<file path="src/rtl/rose_ack_sequencer_if.sv">
// Request/ack handshake bundle for rose_ack_sequencer: requester drives a/start,
// sequencer returns the ack pulse plus busy/drop status.
interface rose_ack_sequencer_if #(
  parameter int CNT_W = 4
);
  logic             start;
  logic             a;
  logic             b;
  logic             busy;
  logic             overrun;
  logic [CNT_W-1:0] drop_cnt;

  modport master (output start, a, input b, busy, overrun, drop_cnt);
  modport slave  (input start, a, output b, busy, overrun, drop_cnt);
endinterface

</file>
<file path="src/rtl/rose_ack_sequencer.sv">
// Answers each rising edge of a with a one-cycle b pulse after FAST_DLY or
// SLOW_DLY cycles; rises arriving while a request is outstanding are dropped.
module rose_ack_sequencer #(
  parameter int FAST_DLY = 1,
  parameter int SLOW_DLY = 2,
  parameter int CNT_W    = 4
) (
  input logic                 clk,
  input logic                 rst_n,
  rose_ack_sequencer_if.slave bus
);
  typedef enum logic {S_IDLE, S_WAIT} state_t;

  localparam logic [3:0]       FAST_V  = 4'(FAST_DLY);
  localparam logic [3:0]       SLOW_V  = 4'(SLOW_DLY);
  localparam logic [CNT_W-1:0] CNT_ONE = 1;

  state_t           state, state_nxt;
  logic [3:0]       cnt, cnt_nxt, dly;
  logic             a_q, rise, b_r, b_nxt, drop, overrun_r;
  logic [CNT_W-1:0] drop_cnt_r;

  assign rise = bus.a & ~a_q;
  assign dly  = bus.start ? FAST_V : SLOW_V;

  // Counter holds the edges left until b is set; b fires when it leaves 1, so
  // $rose(b) lands exactly dly cycles after $rose(a).
  always_comb begin
    state_nxt = state;
    cnt_nxt   = cnt;
    b_nxt     = 1'b0;
    drop      = 1'b0;
    case (state)
      S_IDLE: begin
        if (rise) begin
          if (dly == 4'd1) begin
            b_nxt = 1'b1;
          end else begin
            cnt_nxt   = dly - 4'd1;
            state_nxt = S_WAIT;
          end
        end
      end
      S_WAIT: begin
        drop = rise;
        if (cnt == 4'd1) begin
          b_nxt     = 1'b1;
          cnt_nxt   = '0;
          state_nxt = S_IDLE;
        end else begin
          cnt_nxt = cnt - 4'd1;
        end
      end
      default: state_nxt = S_IDLE;
    endcase
  end

  always_ff @(posedge clk or negedge rst_n) begin
    if (!rst_n) begin
      state      <= S_IDLE;
      cnt        <= '0;
      a_q        <= 1'b0;
      b_r        <= 1'b0;
      overrun_r  <= 1'b0;
      drop_cnt_r <= '0;
    end else begin
      state     <= state_nxt;
      cnt       <= cnt_nxt;
      a_q       <= bus.a;
      b_r       <= b_nxt;
      overrun_r <= drop;
      if (drop && drop_cnt_r != '1) drop_cnt_r <= drop_cnt_r + CNT_ONE;
    end
  end

  assign bus.b        = b_r;
  assign bus.busy     = (state == S_WAIT);
  assign bus.overrun  = overrun_r;
  assign bus.drop_cnt = drop_cnt_r;
endmodule

</file>
<file path="src/flat_wrapper.sv">
// flat-port wrapper written by rule: the top's interface ports become plain ports
module rose_ack_sequencer_flat 
#(
  parameter int FAST_DLY = 1,
  parameter int SLOW_DLY = 2,
  parameter int CNT_W    = 4
)
  (clk, rst_n, bus_start, bus_a, bus_b, bus_busy, bus_overrun, bus_drop_cnt);
  rose_ack_sequencer_if #(.CNT_W(CNT_W)) bus_i ();
  input logic clk;
  input logic rst_n;
  input wire logic [$bits(bus_i.start)-1:0] bus_start;
  input wire logic [$bits(bus_i.a)-1:0] bus_a;
  output wire logic [$bits(bus_i.b)-1:0] bus_b;
  output wire logic [$bits(bus_i.busy)-1:0] bus_busy;
  output wire logic [$bits(bus_i.overrun)-1:0] bus_overrun;
  output wire logic [$bits(bus_i.drop_cnt)-1:0] bus_drop_cnt;
  assign bus_i.start = bus_start;
  assign bus_i.a = bus_a;
  assign bus_b = bus_i.b;
  assign bus_busy = bus_i.busy;
  assign bus_overrun = bus_i.overrun;
  assign bus_drop_cnt = bus_i.drop_cnt;
  rose_ack_sequencer #(.FAST_DLY(FAST_DLY), .SLOW_DLY(SLOW_DLY), .CNT_W(CNT_W)) u_core (.clk(clk), .rst_n(rst_n), .bus(bus_i));
endmodule
</file>
<file path="config.mk">
export PLATFORM = sky130hd
export DESIGN_NAME = rose_ack_sequencer_flat
export DESIGN_NICKNAME = d
export VERILOG_FILES = /design/src/rtl/rose_ack_sequencer_if.sv /design/src/rtl/rose_ack_sequencer.sv /design/src/flat_wrapper.sv
export SDC_FILE = /design/constraint.sdc
export NUM_CORES = 1
export LEC_CHECK = 0
export ABC_AREA = 1
export ABC_CLOCK_PERIOD_IN_PS = 1000
export CAP_MARGIN = 20
export CELL_PAD_IN_SITES_DETAIL_PLACEMENT = 1
export CELL_PAD_IN_SITES_GLOBAL_PLACEMENT = 2
export CORE_UTILIZATION = 25
export CTS_CLUSTER_DIAMETER = 60
export DETAILED_ROUTE_END_ITERATION = 10
export GPL_TIMING_DRIVEN = 0
export HOLD_SLACK_MARGIN = 0.05
export PLACE_DENSITY = 0.69
export SYNTH_ARGS = -nofsm -noshare
export SYNTH_HDL_FRONTEND = slang
export SYNTH_SLANG_ARGS = --single-unit
</file>
<file path="constraint.sdc">
create_clock -name clk -period 1 [get_ports clk]
set_input_delay 0.2 -clock clk [delete_from_list [all_inputs] [get_ports clk]]
set_output_delay 0.2 -clock clk [all_outputs]
set_load 0.02 [all_outputs]
</file>
==> impl_metrics.py <==
metrics = {
    "sta": {
        "setup_viol": 10,
        "tightest_slew_ns": 0.5694,
        "fin_crit_ns": 1.068,
        "rsz0062_at_grt": "true",
        "setup_slack_ns": -0.06791,
        "post-route-period-util": 1.068,
        "fin_skew_ns": 0.002994,
        "slew_viol_final": 0,
        "hold_violations": 0,
        "slew_headroom": 0.6192,
        "max_freq_mhz": 936.4,
    },
    "clock_network": {
        "htree_levels": 1,
        "cts_inserted_buffers": 3,
        "clk_pin_slew_ns": 0.08,
        "cts_tree": "yes",
        "cts_sinks": 12,
        "clkLatencyLatePin_ns": 0.27,
        "postCtsHoldBufs": 0,
        "clockBufferDepth": 2,
        "clockRootBuffer": "clkbuf_4",
    },
    "global_route": {
        "grt_overflow": 0,
        "grt_pass1_vias": 589,
        "grt_pass1_wl_um": 2428,
        "track_usage": 0.1303,
        "grt_max_degree": 13,
        "antenna_found_initial": 0,
    },
    "power_and_ir_drop": {
        "ir_worst_vdd_v": 0.001341,
        "power_leakage_nw": 0.4689,
        "report.power.total_mw": 2.972,
        "power-per-cell-area_nw_per_um2": 3085,
    },
    "synthesis": {
        "yosys_warnings": 0,
        "avgSynthCellArea_um2": 8.307,
        "netlist_instances": 72,
        "synthTopCellsByCount": "nand2_1 (27), dfrtp_1 (12), inv_1 (9)",
        "synth_nets": 79,
        "synth-edff-count": 0,
        "ys_async_sr_fraction": 1.000,
        "yosys-top-cells-area": "dfrtp_1 (50%), nand2_1 (17%), ha_1 (6.3%), inv_1 (5.6%), nand3_1 (3.3%)",
        "synthDistinctLibCells": 17,
        "ys_ff_latch": 12,
        "yosys.area.top_type": "dfrtp_1",
        "postSynth.topFlopCell": "dfrtp_1",
        "synthMostInstantiatedCell": "nand2_1",
        "ys_seq_area_frac": 0.5021,
        "synth_top_area_frac": 0.5021,
        "syn_area_um2": 598.1,
    },
    "finish": {
        "antenna_cells": 0,
        "final_util": 0.4314,
        "drive_above_1_share": 0.4639,
        "area_growth_pct": 61.09,
        "fillers": 270,
        "multi_input_area_um2": 339.1,
        "fin_nets": 105,
        "seq_area_um2": 306.5,
    },
    "placed_design": {
        "place_hpwl_um": 939.8,
        "dp_slack_ns": -0.3430,
        "port_buffers": 10,
        "gp_congestion": 0.6501,
    },
    "floorplanning": {
        "num_rows": 17,
        "die_h_um": 50.91,
        "die_area_um2": 2592,
        "core_um2": 2233,
        "initial_utilization": 0.2678,
        "ios": 11,
        "die-width_um": 50.91,
    },
    "worst_setup_path": {
        "critPathKind": "flip-flop to primary output",
        "r2r_end": "u_core.bus.drop_cnt[1]",
        "r2r-start": "u_core.bus.drop_cnt[0]",
        "critPathArrivalTime_ns": 0.87,
        "critPathCaptureType": "primary output",
        "rrSetupSlack_ns": -0.05,
        "critPathSlowestCell": "dfrtp_2",
        "path_cells": "buf_6",
        "reg2reg_depth": 6,
        "crit_fanout": 4,
        "crit_path_start_kind": "flip-flop",
        "cpPeakStageDelay_ns": 0.45,
        "worstPathRequired_ns": 0.80,
        "crit_family": "flip-flops",
        "crit_buf_inv": 1,
    },
    "run_status": {
        "outcome": "finished with violations",
        "violations": "setup timing",
    },
    "route": {
        "routedWlPerCell_um": 10.90,
        "routed_via_density": 4.248,
        "via_count": 531,
        "totalWireLength_um": 1362,
        "first_pass_iters": 1,
        "drt_iter0_markers": 0,
        "drtAntennaViolNets": 0,
        "drc": 0,
    },
    "min_path": {
        "holdCritPathClass": "primary input to flip-flop",
        "hold_start": "bus_a",
        "hold_path_depth": 1,
        "hold_end": "u_core.a_q",
    },
    "flow_run": {
        "cap_violations": 0,
    },
}
cell families after synthesis:
kind of cell             count (synthesis)  share of synthesized area
AND/OR/NAND/NOR                         39                     0.2845
buffers and inverters                   11                    0.06904
XOR/XNOR                                 2                    0.02929
AO/OA/AOI/OAI                            5                    0.05230
adder cells (fa/ha/maj)                  3                    0.06277
flip-flops                              12                     0.5021
routing by layer:
layer / track usage / vias up / part of all wire / wire length (um)
li1: - / 273 / - / -
met1: 0.1319 / 250 / 0.41 / 555
met2: 0.2368 / 6 / 0.55 / 754
met3: 0.04762 / 2 / 0.028 / 38
met4: 0.05556 / 0 / 0.0095 / 13
met5: 0 / - / 0 / 0
layout by cell type, fill, tap and decap left out, types with 2 or more instances in the layout:
master | netlist | final
nor2_2 | 0 | 3
nand2_2 | 0 | 4
inv_4 | 0 | 3
nand2_1 | 27 | 23
clkdlybuf4s50_1 | 0 | 2
dfrtp_1 | 12 | 7
buf_6 | 0 | 9
clkbuf_4 | 0 | 3
a21oi_1 | 2 | 2
ha_4 | 0 | 3
nand3_4 | 0 | 2
nand3_1 | 4 | 3
dfrtp_2 | 0 | 5
inv_1 | 9 | 7
buf_4 | 0 | 9
what timing repair did:
action / CTS / global route
pin swaps: 2 / 8
endpoints found under the setup margin: 16 / 16
gates cloned: 0 / 0
buffers inserted: 8 / 3
endpoints found under the hold margin: 0 / 0
resized for setup: 49 / 16
per-stage QoR:
stage / instance area, um^2 / instances / TNS [ns] / hold slack, ns
finish: 963.4 / 125 / -0.3872 / 0.2187
global route: 963.4 / 125 / -1.079 / 0.2226
detailed placement: 760.7 / 110 / -4.895 / 0.5112
global placement: 760.7 / 110 / -4.473 / 0.5076
floorplan: 625.6 / 72 / -0.2409 / -0.09559
CTS: 882.1 / 122 / -0.6897 / 0.2104
how the worst max path moves through the flow:
stage                     slack, ns                endpoint  cells past startpoint                   start
after detailed placement      -0.34                bus_busy                      1         u_core.bus.busy
final                         -0.07         bus_drop_cnt[0]                      1  u_core.bus.drop_cnt[0]
after global placement        -0.33                bus_busy                      1         u_core.bus.busy
after CTS                     -0.10         bus_drop_cnt[0]                      1  u_core.bus.drop_cnt[0]
after floorplan               -0.06  u_core.bus.drop_cnt[2]                      5  u_core.bus.drop_cnt[0]
after global routing          -0.12  u_core.bus.drop_cnt[0]                      6  u_core.bus.drop_cnt[0]
state kept, by name (all words and copies together) (netlist names):
| name | flops |
|---|---|
| u_core.bus.drop_cnt | 4 |
| u_core.cnt | 4 |
| u_core.a_q | 1 |
| u_core.bus.b | 1 |
| u_core.bus.busy | 1 |
| u_core.bus.overrun | 1 |
area by class of cell:
type / count / share of cell area
clock buffer: 4 / 0.03766
inverter: 11 / 0.05065
multi-input combinational: 49 / 0.3519
sequential: 12 / 0.3182
tap: 28 / 0.03636
timing repair buffer: 21 / 0.2052
power by group:
| part | leakage [nW] | internal (mW) | switching (mW) |
|---|---|---|---|
| Clock | 0.0210 | 0.221 | 0.161 |
| Combinational | 0.301 | 0.871 | 0.810 |
| Sequential | 0.146 | 0.691 | 0.217 |
(Power assumes the default switching activity.)
